## src/rtl/bin2seg_scan.sv

```systemverilog
// Binary to multiplexed 7-segment display: double-dabble BCD conversion plus a digit scanner.
// Optional LEAD_ZERO_BLANK_EN blanks leading zero digits; digit 0 is always shown.
module bin2seg_scan #(
  parameter int BIN_W    = 6,
  parameter int DIGITS   = 2,
  parameter int SCAN_DIV = 1000
) (
  input  logic              clk,
  input  logic              rst,
  input  logic              load,
  input  logic [BIN_W-1:0]  bin_val,
  output logic              busy,
  output logic              ovf,
  output logic [6:0]        seg,
  output logic [DIGITS-1:0] an
);

  localparam int BCD_W = 4 * DIGITS;
  localparam int CNT_W = $clog2(BIN_W + 1);
  localparam int PS_W  = $clog2(SCAN_DIV);
  localparam int IDX_W = (DIGITS > 1) ? $clog2(DIGITS) : 1;

  function automatic longint pow10(input int n);
    longint p;
    p = 1;
    for (int i = 0; i < n; i++) p = p * 10;
    return p;
  endfunction

  // When 10^DIGITS cannot be reached by a BIN_W-bit value, overflow is impossible.
  localparam longint          POW10        = pow10(DIGITS);
  localparam longint          MAXV         = (longint'(1) << BIN_W) - 1;
  localparam bit              OVF_POSSIBLE = (POW10 <= MAXV);
  localparam logic [BIN_W:0]  LIMIT        = OVF_POSSIBLE ? (BIN_W+1)'(POW10) : '1;

  function automatic logic [6:0] seg7(input logic [3:0] d);
    case (d)
      4'd0:    seg7 = 7'b1000000;
      4'd1:    seg7 = 7'b1111001;
      4'd2:    seg7 = 7'b0100100;
      4'd3:    seg7 = 7'b0110000;
      4'd4:    seg7 = 7'b0011001;
      4'd5:    seg7 = 7'b0010010;
      4'd6:    seg7 = 7'b0000010;
      4'd7:    seg7 = 7'b1111000;
      4'd8:    seg7 = 7'b0000000;
      4'd9:    seg7 = 7'b0010000;
      default: seg7 = 7'b1111111;
    endcase
  endfunction

  typedef enum logic [1:0] {IDLE, SHIFT, COMMIT} state_t;
  state_t state, state_nxt;

  logic [BIN_W-1:0] bin_sh;
  logic [BCD_W-1:0] bcd, bcd_adj, disp;
  logic [CNT_W-1:0] cnt;
  logic             ovf_cap;

  always_ff @(posedge clk or posedge rst) begin
    if (rst) state <= IDLE;
    else     state <= state_nxt;
  end

  always_comb begin
    state_nxt = state;
    case (state)
      IDLE:    if (load) state_nxt = SHIFT;
      SHIFT:   if (cnt == '0) state_nxt = COMMIT;
      COMMIT:  state_nxt = IDLE;
      default: state_nxt = IDLE;
    endcase
  end

  always_comb begin
    busy = (state != IDLE);
  end

  always_comb begin
    bcd_adj = bcd;
    for (int i = 0; i < DIGITS; i++)
      if (bcd[4*i +: 4] >= 4'd5) bcd_adj[4*i +: 4] = bcd[4*i +: 4] + 4'd3;
  end

  always_ff @(posedge clk or posedge rst) begin
    if (rst) begin
      bin_sh  <= '0;
      bcd     <= '0;
      cnt     <= '0;
      ovf_cap <= 1'b0;
      disp    <= '0;
      ovf     <= 1'b0;
    end else begin
      case (state)
        IDLE: if (load) begin
          bin_sh  <= bin_val;
          bcd     <= '0;
          cnt     <= CNT_W'(BIN_W - 1);
          ovf_cap <= OVF_POSSIBLE && ({1'b0, bin_val} >= LIMIT);
        end
        SHIFT: begin
          {bcd, bin_sh} <= {bcd_adj, bin_sh} << 1;
          cnt           <= cnt - CNT_W'(1);
        end
        COMMIT: begin
          disp <= bcd;
          ovf  <= ovf_cap;
        end
        default: ;
      endcase
    end
  end

  logic [PS_W-1:0]   presc;
  logic [IDX_W-1:0]  idx;
  logic              wrap;
  logic [3:0]        digit;
  logic              blank;
  logic [DIGITS-1:0] lz;

  assign wrap = (presc == PS_W'(SCAN_DIV - 1));

`ifdef LEAD_ZERO_BLANK_EN
  logic lz_seen;
  always_comb begin
    lz      = '0;
    lz_seen = 1'b0;
    for (int i = DIGITS - 1; i > 0; i--) begin
      lz_seen = lz_seen | (disp[4*i +: 4] != 4'd0);
      lz[i]   = ~lz_seen;
    end
  end
`else
  assign lz = '0;
`endif

  always_comb begin
    digit = '0;
    blank = 1'b0;
    for (int i = 0; i < DIGITS; i++)
      if (idx == IDX_W'(i)) begin
        digit = disp[4*i +: 4];
        blank = lz[i];
      end
  end

  // disp/ovf read here are pre-commit values when a commit lands on a wrap edge.
  always_ff @(posedge clk or posedge rst) begin
    if (rst) begin
      presc <= '0;
      idx   <= '0;
      seg   <= 7'b1111111;
      an    <= '1;
    end else begin
      presc <= wrap ? '0 : presc + PS_W'(1);
      if (wrap) begin
        idx <= (idx == IDX_W'(DIGITS - 1)) ? '0 : idx + IDX_W'(1);
        an  <= ~(DIGITS'(1) << idx);
        seg <= ovf ? 7'b0111111 : (blank ? 7'b1111111 : seg7(digit));
      end
    end
  end

endmodule
```

## config.mk

```make
export PLATFORM = sky130hd
export DESIGN_NAME = bin2seg_scan
export DESIGN_NICKNAME = d
export VERILOG_FILES = /design/src/rtl/bin2seg_scan.sv
export SDC_FILE = /design/constraint.sdc
export NUM_CORES = 1
export LEC_CHECK = 0
export BUFFER_PORTS_ARGS = -buffer_cell sky130_fd_sc_hd__buf_2
export CORE_AREA = 5 5 67 69
export CTS_BUF_LIST = sky130_fd_sc_hd__clkbuf_8
export CTS_CLUSTER_DIAMETER = 30
export DETAILED_ROUTE_END_ITERATION = 10
export DIE_AREA = 0 0 72 74
export GPL_TIMING_DRIVEN = 0
export PLACE_DENSITY_LB_ADDON = 0.15
export SETUP_SLACK_MARGIN = 0.4
export SLEW_MARGIN = 20
export SYNTH_ARGS = -nofsm -noshare
export SYNTH_HDL_FRONTEND = slang
export SYNTH_SLANG_ARGS = --single-unit
```

## constraint.sdc

```tcl
create_clock -name clk -period 4.1 [get_ports clk]
set_input_delay 0.205 -clock clk [delete_from_list [all_inputs] [get_ports clk]]
set_output_delay 0.205 -clock clk [all_outputs]
set_load 0.05 [all_outputs]
```

Yosys cells after proc, flatten, opt, wreduce, memory -nomap -nowiden
Memories as Yosys holds them, arrays and structs flattened. A register that Yosys moved wholly into a read port is not among the register bits.
Cells that the tools add are included.

storage, ports and cells
  flip-flop bits (word level) = 40
  bits in read-only memories = 112
  input port bits = 9
  output and inout port bits = 11
  word-level logic and storage cells = 43
  memories kept = 1

memories
  name              depth  width  read ports  clocked after memory_dff  write ports  RTL line  RTL
  (name not given)  16     7      1           1                         0            37        case (d)

operators by class
  add/subtract/negate cells = 5
  order comparisons = 2
  equality and inequality tests = 5
  shift operators = 1
  multiplexer cells = 14
  bitwise logic cells = 1
  reductions and logical operators = 6

operators by type and width
  kind                                                                                 count
  8-bit case mux with 2 select lines                                                   1
  6-bit case mux with 2 select lines                                                   1
  10-bit by 1-bit adder with 10-bit output, second input constant                      1
  10-bit equality test, second input constant                                          1
  10-bit 2-to-1 mux                                                                    1
  4-bit by 3-bit greater-or-equal comparator with 1-bit output, second input constant  2
  4-bit 2-to-1 mux                                                                     2
  8-bit 2-to-1 mux                                                                     1
  3-bit 2-to-1 mux                                                                     2
  6-bit 2-to-1 mux                                                                     1
  3-bit case mux with 2 select lines                                                   1
  4-bit by 2-bit adder with 4-bit output, second input constant                        1
  2-bit 2-to-1 mux                                                                     2
  2-bit inequality test, second input constant                                         2
  2-bit case mux with 2 select lines                                                   1
  2-bit AND reduction                                                                  2
  2-bit nonzero test                                                                   2
  3-bit by 2-bit adder with 3-bit output, second input constant                        1
  3-bit zero test                                                                      1
  3-bit by 1-bit subtractor with 3-bit output, second input constant                   1
  2-bit by 1-bit equality test with 1-bit output, second input constant                1
  2-bit equality test, second input constant                                           1
  2-bit zero test                                                                      1
  2-bit NOT                                                                            1
  other kinds (3)                                                                      3

Longest topological paths before layout
Gate-level depths: netlist of the first run.

  word-level depth = 3
  mapped depth = 8
  depth with buffers taken out = 7

Worst setup path after synthesis of the first run
Ideal clock, no wire load.

  kind = register -> register
  from = reg idx
  to = reg seg[6]
  setup time = 80 ps
  arrival = 1677 ps
  data required time = 4020 ps
  slack = 2344 ps
  stages on the path, launching flop included = 8
  buffers on the path = 1
  period minus slack after synthesis = 1756 ps
  path through = dfrtp_1 > buf_4 > mux2i_1 > inv_1 > ha_1 > mux2_2 > o211ai_1 > nand2_1

on the way
  longest elaborated chain between the ends = 1

RTL lines
  item                      RTL line  RTL
  start: declaration        115       logic [IDX_W-1:0] idx;
  start signal: assignment  157       idx <= (idx == IDX_W'(DIGITS - 1)) ? '0 : idx + IDX_W'(1);
  4-bit 2-to-1 mux          141       if (idx == IDX_W'(i)) begin
  end signal: assignment    159       seg <= ovf ? 7'b0111111 : (blank ? 7'b1111111 : seg7(digit));
  end: declaration          14        output logic [6:0] seg,

Every way passes these cells.
A chain may end at the register's enable or synchronous reset.

Worst setup path in the final report of the first run
Ends and elaborated chain as after synthesis.

==> results of run 1 <==
power groups by stage:
stage / clock, mW / sequential, mW / combinational [mW]
floorplan: 0 / 0.641 / 0.434
CTS: 0.266 / 0.656 / 0.546
detailed placement: 0 / 0.664 / 0.543
finish: 0.256 / 0.656 / 0.541
global placement: 0 / 0.661 / 0.522
global route: 0.284 / 0.673 / 0.611
layer usage:
metal  vias up  track usage
met1       804        0.230
met3         2       0.0405
met4         0       0.0376
li1        867            -
met2        23        0.281
met5         -            0
how the worst max path moves through the flow:
stage	startpoint	end	slack (ps)	cells past startpoint
after floorplan	idx	seg[6]	2340	7
after global routing	idx	seg[6]	1980	7
after global placement	idx	seg[6]	2170	7
final	idx	seg[6]	2080	7
after detailed placement	idx	seg[6]	2150	7
after CTS	idx	seg[6]	2110	7
worst max-delay path, stage by stage (launching register included):
cell and delay (ps):
dfrtp_1 330, buf_4 180, mux2i_1 540, inv_1 140
ha_1 240, mux2_2 260, o211ai_1 190, nand2_1 80
per-stage QoR:
stage          hold slack, ps  instances  power (mW)   util  setup WS, ps
2_1_floorplan             341        238        1.07      -          2340
5_1_grt                   183        316        1.57  0.689          1980
4_1_cts                   170        316        1.47  0.688          2110
3_3_place_gp              440        306        1.18  0.659          2170
3_5_place_dp              178        307        1.21  0.664          2150
6_report                  183        316        1.45  0.689          2080
what timing repair did:
item	in CTS	in global routing
setup endpoints to repair	0	0
hold endpoints to repair	6	0
hold buffers	1	0
placed cells by master (no fill, tap or decap), types with 5 or more instances in the layout:
cell,Yosys,layout
o21ai_0,21,21
xnor2_1,5,5
ha_1,12,12
mux2i_1,5,5
buf_2,1,19
nand2_1,36,36
nor2_1,14,14
dfstp_2,9,9
dfrtp_1,38,38
a21oi_1,11,11
a22o_1,5,5
mux2_2,7,7
o21ai_1,6,6
clkbuf_8,0,5
nand2b_1,6,6
inv_1,13,14
cell families (layout without fill, tap and decap cells):
| logic type | Yosys count | in the layout |
|---|---|---|
| simple gates | 79 | 79 |
| flops | 47 | 47 |
| buf+inv | 22 | 50 |
| xor+xnor | 8 | 8 |
| fa+ha+maj | 12 | 12 |
| other cells | 1 | 1 |
| compound gates | 56 | 56 |
| mux | 13 | 13 |
state kept, by name, indices dropped and copies added, names as in the netlist:
register  count
bcd           8
cnt           3
presc        10
state         2
disp          8
idx           1
seg           7
an            2
bin_sh        6
cell type report:
type                            count  area, um2
Inverter                           13       48.8
Sequential cell                    47       1190
Tap cell                           50       62.6
Fill cell                         315       1200
Timing Repair Buffer               20        120
Clock inverter                      3       12.5
Clock buffer                        5       68.8
Buffer                              9       57.6
Multi-Input combinational cell    169       1100
==> results.cfg, run 1 <==
[cts]
cts_tree = built
cts_buffers = 5
path_clk_slew_ps = 80
cts_htree_levels = 2
clock_latency_ps = 290
postCtsSetupRepairBufs = 0
cts_root_buf = clkbuf_8
clockBufferDepth = 2
cts_resized = 0
clock-sinks = 47

[pwr]
p_sw_mw = 0.537
power_frac_comb = 0.372
pwr_density_cell_nw_per_um2 = 547
p_sw_frac = 0.370
intPower_mw = 0.916
pwr-share-clk = 0.176
ir_drop_mv = 0.364
seq_power_share = 0.451
leakagePower_nw = 1.26

[floorplanning]
ioPinCount = 20
start_util = 0.619
dieArea_um2 = 5330
core_um2 = 3860
die_h_um = 74
fp-row-count = 23
die_w_um = 72

[drt]
dr.pass1.iters = 4
route.met2.wl_um = 2000
route.met3.wl_um = 141
dr.first_iter.drc_count = 80
top_layer = met4
vias = 1696
routedWlPerCell_um = 13.1
ant_nets = 0
wl_met1_um = 1980
via_per_inst = 5.37
drt_wl_total_um = 4140
drc_errors = 0

[logic_synthesis]
synth-edff-count = 0
yosysSeqAreaShare = 0.497
yosysMostFrequentCell = dfrtp_1
muxShareOfSynthArea = 0.0597
ys.flop_type = dfrtp_1
syn_area_um2 = 2390
synth_cell_types = 46
synthXorXnorAreaFrac = 0.0293
synth_fp_nets = 259
synthTopCellsByArea = dfrtp_1 (40%), dfstp_2 (9.9%), ha_1 (6.3%)
synth_top_family_by_area = simple AND/OR/NAND/NOR gates
synth_cells = 238
syn_area_per_cell_um2 = 10.0
synthAdderAreaFrac = 0.0629
synth-async-reset-ratio = 1.00
synth.ff_latch_count = 47
synth_simple_gate_area_frac = 0.164
yosys_warnings = 0
synthTopCellsByCount = dfrtp_1 (38), nand2_1 (36), o21ai_0 (21), nor2_1 (14), inv_1 (13)
synth-compound-area-share = 0.141
netlist.area_leader.share = 0.398
yosys.area.top_type = dfrtp_1

[final_layout]
drive_gt1_frac = 0.218
fin_nets = 286
antenna-diode-count = 0
area_delta_synth_final_pct = 11.3
postLayoutCellArea_um2 = 2660

[global_route]
grt_use_total = 0.170
grt_pass1_vias = 1597
grt_max_degree = 34
overflow = 0
grt_pass1_wl_um = 7120
antenna_found_initial = 0

[critical_path]
path_max_fanout = 10
crit_path_end_kind = flip-flop
arrival_ps = 2240
cp.required_ps = 4320
reg2reg_from = idx
rr_endpoint = seg[6]
rr_worst_depth = 7
worstSetupStartpointType = flip-flop
regToRegSetupSlack_ps = 2080
critical_path_class = flip-flop to flip-flop

[placed_design]
post_dp_cell_area_um2 = 2560
dp_hpwl_um = 3090
port_buffers = 18
gp_congestion = 0.821

[timing]
fin_crit_ps = 2020
maxSlewViolCount = 0
fmax_mhz = 496
relSlewSlack = 0.550
fin_skew_ps = 6.10
hold_viol = 0
rsz0062_at_grt = false
setup_tns_ps = 0
setup_violations = 0
post-route-period-util = 0.492
worst_pin_slew_ps = 669

[worst_hold_path]
min-delay-start = bin_val[0]
min_path_cells = 3
hold_path_class = input port to flip-flop
min_to = bin_sh[0]

[job]
maxCapViolCount = 0

[run_status]
status = complete, no violations
Power figures use the tool's default switching activity.
==> run 2, diff against run 1 <==
--- a/config.mk
+++ b/config.mk
@@ -6,11 +6,11 @@
 export NUM_CORES = 1
 export LEC_CHECK = 0
 export BUFFER_PORTS_ARGS = -buffer_cell sky130_fd_sc_hd__buf_2
-export CORE_AREA = 5 5 67 69
+export CORE_AREA = 5 5 69 71
 export CTS_BUF_LIST = sky130_fd_sc_hd__clkbuf_8
 export CTS_CLUSTER_DIAMETER = 30
 export DETAILED_ROUTE_END_ITERATION = 10
-export DIE_AREA = 0 0 72 74
+export DIE_AREA = 0 0 74 76
 export GPL_TIMING_DRIVEN = 0
 export PLACE_DENSITY_LB_ADDON = 0.15
 export SETUP_SLACK_MARGIN = 0.4
==> constraint.sdc (replaced) <==
create_clock -name clk -period 2.11 [get_ports clk]
set_input_delay 0.1055 -clock clk [delete_from_list [all_inputs] [get_ports clk]]
set_output_delay 0.1055 -clock clk [all_outputs]
set_load 0.05 [all_outputs]
==> run 2 against run 1 <==
Effect of this change: global-route usage decreased by 0.31 points; largest power group unchanged; sequential power up 97%; total power rose by 110%; combinational power increased by 120%; non-clock buffer count rose by 9; flip-flop and latch count unchanged; routed wire length rose by 7.4%; cell count is 3.5% higher.
==> results.cfg, run 2 (synthesized netlist as in run 1, its figures left out) <==
[cts]
clockBufferDepth = 2
cts_tree = built
cts_buffers = 5
clock_latency_ps = 300
clock-sinks = 47
cts_root_buf = clkbuf_8
path_clk_slew_ps = 90
cts_htree_levels = 2

[final_layout]
postLayoutCellArea_um2 = 2810
largest_reg_flops = 10
regMostFlops = presc
antenna-diode-count = 0
final_common_cell = dfrtp_1
final.fill_count = 322
largestRegisters = presc x10, bcd x8, disp x8
fin_nets = 295
final_cell_mix = dfrtp_1 (38), nand2_1 (36), o21ai_0 (21)
drive_gt1_frac = 0.276
area_delta_synth_final_pct = 17.8

[critical_path]
cp_top_family = simple AND/OR/NAND/NOR gates
critical_path_class = flip-flop to flip-flop
path_max_fanout = 10
cpMaxStageDelayCell = or4_4
path_cells = ha_4 > nand2_4 > or4_4 > buf_6 > buf_6 > nand2_1 > o21ai_1
cpMostUsedCell = buf_6
worstSetupStartpointType = flip-flop
cp.required_ps = 2340
worst-path-buf-inv = 2
cp_slowest_stage_delay_ps = 520
crit_path_end_kind = flip-flop
arrival_ps = 1870

[global_route]
grt_pass1_vias = 1739
antenna_found_initial = 0
grt_use_total = 0.167
grt_pass1_wl_um = 7570
overflow = 0
grt_max_degree = 26

[floorplanning]
fp-row-count = 24
dieArea_um2 = 5620
start_util = 0.572
die_h_um = 76
die_w_um = 74
ioPinCount = 20
core_um2 = 4170

[drt]
dr.pass1.iters = 5
routedWlPerCell_um = 13.6
ant_nets = 0
vias = 1785
via_per_inst = 5.46
drt_wl_total_um = 4450
dr.first_iter.drc_count = 83
drc_errors = 0

[pwr]
pwr_density_cell_nw_per_um2 = 1070
ir_drop_mv = 0.738
leakagePower_nw = 1.33

[timing]
setup_violations = 0
setup_tns_ps = 0
maxSlewViolCount = 0
relSlewSlack = 0.543
fmax_mhz = 610
post-route-period-util = 0.777
hold_viol = 0
rsz0062_at_grt = true
worst_pin_slew_ps = 679
fin_skew_ps = 8.81
fin_crit_ps = 1640

[worst_hold_path]
hold_path_class = input port to flip-flop

[placed_design]
port_buffers = 18
gp_congestion = 0.760
post_dp_cell_area_um2 = 2570
dp_hpwl_um = 3120

[run_status]
status = complete, no violations

[job]
maxCapViolCount = 0
==> run 2: changes by cell type in the layout (fill, tap and decap cells not counted), sizes merged <==
| cell | change |
|---|---|
| buf | +9 |
| clkbuf | +1 |
| inv | -1 |
==> run 2: final cells by class <==
type / instances / area, um2 / share of cell area
sequential: 47 / 1190 / 0.422
multi-input combinational: 169 / 1160 / 0.413
timing repair buffer: 29 / 195 / 0.0694
clock buffer: 6 / 82.6 / 0.0294
tap: 52 / 65.1 / 0.0231
buffer: 9 / 62.6 / 0.0222
inverter: 13 / 48.8 / 0.0173
clock inverter: 2 / 8.76 / 0.00311
==> run 2: where the power goes <==
| group | leakage [nW] | switching [mW] | total (mW) | internal [mW] |
|---|---|---|---|---|
| Clock | 0.0524 | 0.291 | 0.551 | 0.260 |
| Sequential | 0.583 | 0.179 | 1.29 | 1.11 |
| Combinational | 0.697 | 0.640 | 1.17 | 0.532 |
==> run 2: worst paths after layout <==
| path | startpoint | endpoint | slack [ps] | cells after the start |
|---|---|---|---|---|
| setup / recovery | presc[0] | seg[0] | 470 | 7 |
| hold / removal | bin_val[0] | bin_sh[0] | 70 | 3 |
| setup reg to reg | presc[0] | seg[0] | 470 | 7 |
| hold reg to reg | an[0] | an[0] | 460 | 2 |
| max in group asynchronous | rst | seg[0] | 1150 | 4 |
| min in group asynchronous | rst | bin_sh[3] | 390 | 3 |
==> run 2: per-stage QoR <==
| stage | utilization | instances | power, mW | hold slack [ps] | setup slack [ps] |
|---|---|---|---|---|---|
| floorplan | - | 238 | 2.09 | 242 | 436 |
| global placement | 0.610 | 308 | 2.30 | 372 | 211 |
| detailed placement | 0.617 | 309 | 2.35 | 172 | 181 |
| CTS | 0.654 | 320 | 2.96 | 58.9 | 411 |
| global route | 0.674 | 327 | 3.26 | 97.7 | 364 |
| finish | 0.674 | 327 | 3.02 | 65.2 | 472 |
==> run 2: metal layers <==
layer / vias to the layer above / global-route usage / wire (um)
li1: 894 / - / -
met3: 5 / 0.0317 / 135
met2: 25 / 0.269 / 2200
met1: 861 / 0.228 / 2070
met5: - / 0 / 0
met4: 0 / 0.0435 / 44
==> run 2: timing repair <==
item,4_1_cts,5_1_grt
hold endpoints to repair,22,0
setup buffers,2,7
endpoints found under the setup margin,12,12
pin swaps,0,3
cloned,0,0
hold buffers,1,0
resized for setup,7,7
==> run 2: worst min-delay path, cell delays in order <==
cell and delay, ps:
buf_2 100, nand2_1 40, o21ai_0 70
==> run 3, diff against run 2 <==
==> constraint.sdc (replaced) <==
create_clock -name clk -period 1.6 [get_ports clk]
set_input_delay 0.08 -clock clk [delete_from_list [all_inputs] [get_ports clk]]
set_output_delay 0.08 -clock clk [all_outputs]
set_load 0.05 [all_outputs]
==> run 3 against run 2 <==
Effect of this change: the run now ends with negative setup slack left; flip-flop and latch count unchanged; combinational power increased by 120%; hold slack got worse by 30 ps; non-clock buffer count increased by 38; design area increased by 28%; die area unchanged; sequential share of layout area decreased by 9.2 points; routed wire length increased by 47%; first-iteration DRC count increased by 58%; clock-buffer cell count increased by 1; total power increased by 71%; critical path type unchanged; critical endpoint is now seg[6]; largest power group is now combinational cells.
==> results.cfg, run 3 (synthesized netlist as in run 1, its figures left out) <==
[run_status]
status = complete, but fails checks
failed_checks = negative setup slack

[cts]
cts_htree_levels = 2
path_clk_slew_ps = 90
cts_root_buf = clkbuf_8
clockBufferDepth = 2
cts_buffers = 5
cts_tree = built
clock-sinks = 47
clock_latency_ps = 310

[timing]
fmax_mhz = 608
rsz0062_at_grt = true
holdWs_ps = 35.4
fin_skew_ps = 10.6
maxSlewViolCount = 0
setup_violations = 7
hold_viol = 0
fin_crit_ps = 1650
post-route-period-util = 1.03
setup_slack_ps = -45.2

[pwr]
power_mw = 5.16
ir_drop_mv = 1.24
pwr_density_cell_nw_per_um2 = 1430
leakagePower_nw = 1.66

[drt]
dr.first_iter.drc_count = 131
routedWlPerCell_um = 17.9
ant_nets = 0
drt_wl_total_um = 6520
via_per_inst = 5.68
vias = 2074
drc_errors = 0
dr.pass1.iters = 4

[final_layout]
area_delta_synth_final_pct = 51.2
final_util = 0.865
regMostFlops = presc
final_cell_mix = dfrtp_1 (35), buf_4 (33), nand2_1 (25)
multi_input_area_um2 = 1510
largest_reg_flops = 10
regArea_um2 = 1190
postLayoutCellArea_um2 = 3610
final_cells = 365
antenna-diode-count = 0
final_common_cell = dfrtp_1
largestRegisters = presc x10, bcd x8, disp x8
drive_gt1_frac = 0.553
final.fill_count = 174
fin_nets = 333

[floorplanning]
fp-row-count = 24
ioPinCount = 20
die_w_um = 74
dieArea_um2 = 5620
die_h_um = 76
core_um2 = 4170
start_util = 0.572

[global_route]
antenna_found_initial = 0
grt_pass1_wl_um = 9490
overflow = 0
grt_pass1_vias = 2020
grt_max_degree = 35
grt_use_total = 0.217

[placed_design]
dp.cells = 309
port_buffers = 18
post_dp_cell_area_um2 = 2720
dp_hpwl_um = 3290
gp_congestion = 0.759

[worst_hold_path]
min_path_cells = 3
hold_path_class = input port to flip-flop

[critical_path]
rr_worst_depth = 7
regToRegSetupSlack_ps = -50
crit_path_end_kind = flip-flop
critical_path_class = flip-flop to flip-flop
cp.required_ps = 1840
path_max_fanout = 6
arrival_ps = 1890
worstSetupStartpointType = flip-flop

[job]
maxCapViolCount = 0
-- run 3: cell count changes in the layout (fill, tap and decap cells not counted), sizes merged --
cell    before  now
clkbuf      10   15
buf         33   67
clkinv       1    0
-- run 3: final cells by class --
cell class              instances  share of cell area
repair buffers                 67               0.161
clock buffers                   7              0.0267
inverters                      13              0.0135
clock inverters                 1             0.00104
flip-flops and latches         47               0.330
plain buffers                   9              0.0322
multi-input cells             169               0.418
well taps                      52              0.0180
-- run 3: metrics by stage --
step / worst slack, ps / TNS (ps)
after floorplan: 42.7 / 0
after global placement: -162 / -6300
after detailed placement: -108 / -253
after CTS: -7.76 / -8.59
after global routing: -88.4 / -588
final: -45.2 / -122
-- run 3: path summary, 6_finish.rpt --
check	endpoint	startpoint
max in group asynchronous	seg[2]	rst
min in group asynchronous	disp[7]	rst
worst max register to register	seg[6]	idx
worst min-delay path	bin_sh[0]	bin_val[0]
worst min register to register	an[1]	an[1]
worst max-delay path	seg[6]	idx
-- run 3: timing repair --
| item | 4_1_cts | 5_1_grt |
|---|---|---|
| gates resized for setup | 63 | 53 |
| pin swaps | 22 | 21 |
| buffers inserted | 29 | 16 |
| hold endpoints to repair | 13 | 0 |
| cloned | 2 | 0 |
| hold buffers | 1 | 0 |
| endpoints found under the setup margin | 36 | 44 |
-- run 3: power by group --
part	total [mW]	switching (mW)	leakage, nW	internal, mW
clock	0.791	0.402	0.0557	0.389
sequential	1.77	0.307	0.580	1.46
combinational	2.60	1.24	1.03	1.36
-- run 3: routing by layer --
layer,global-route usage,vias to the layer above,part of all wire
met5,0,-,0
met4,0.0851,0,0.030
met3,0.0462,19,0.037
met2,0.365,53,0.50
met1,0.265,1039,0.43
li1,-,963,-
-- run 3: worst max-delay path, stage by stage, from the launching register on --
cell      delay [ps]
dfrtp_1          350
buf_6            150
mux2i_4          290
inv_2             90
ha_4             170
mux2_2           260
o211ai_1         190
nand2_1           80
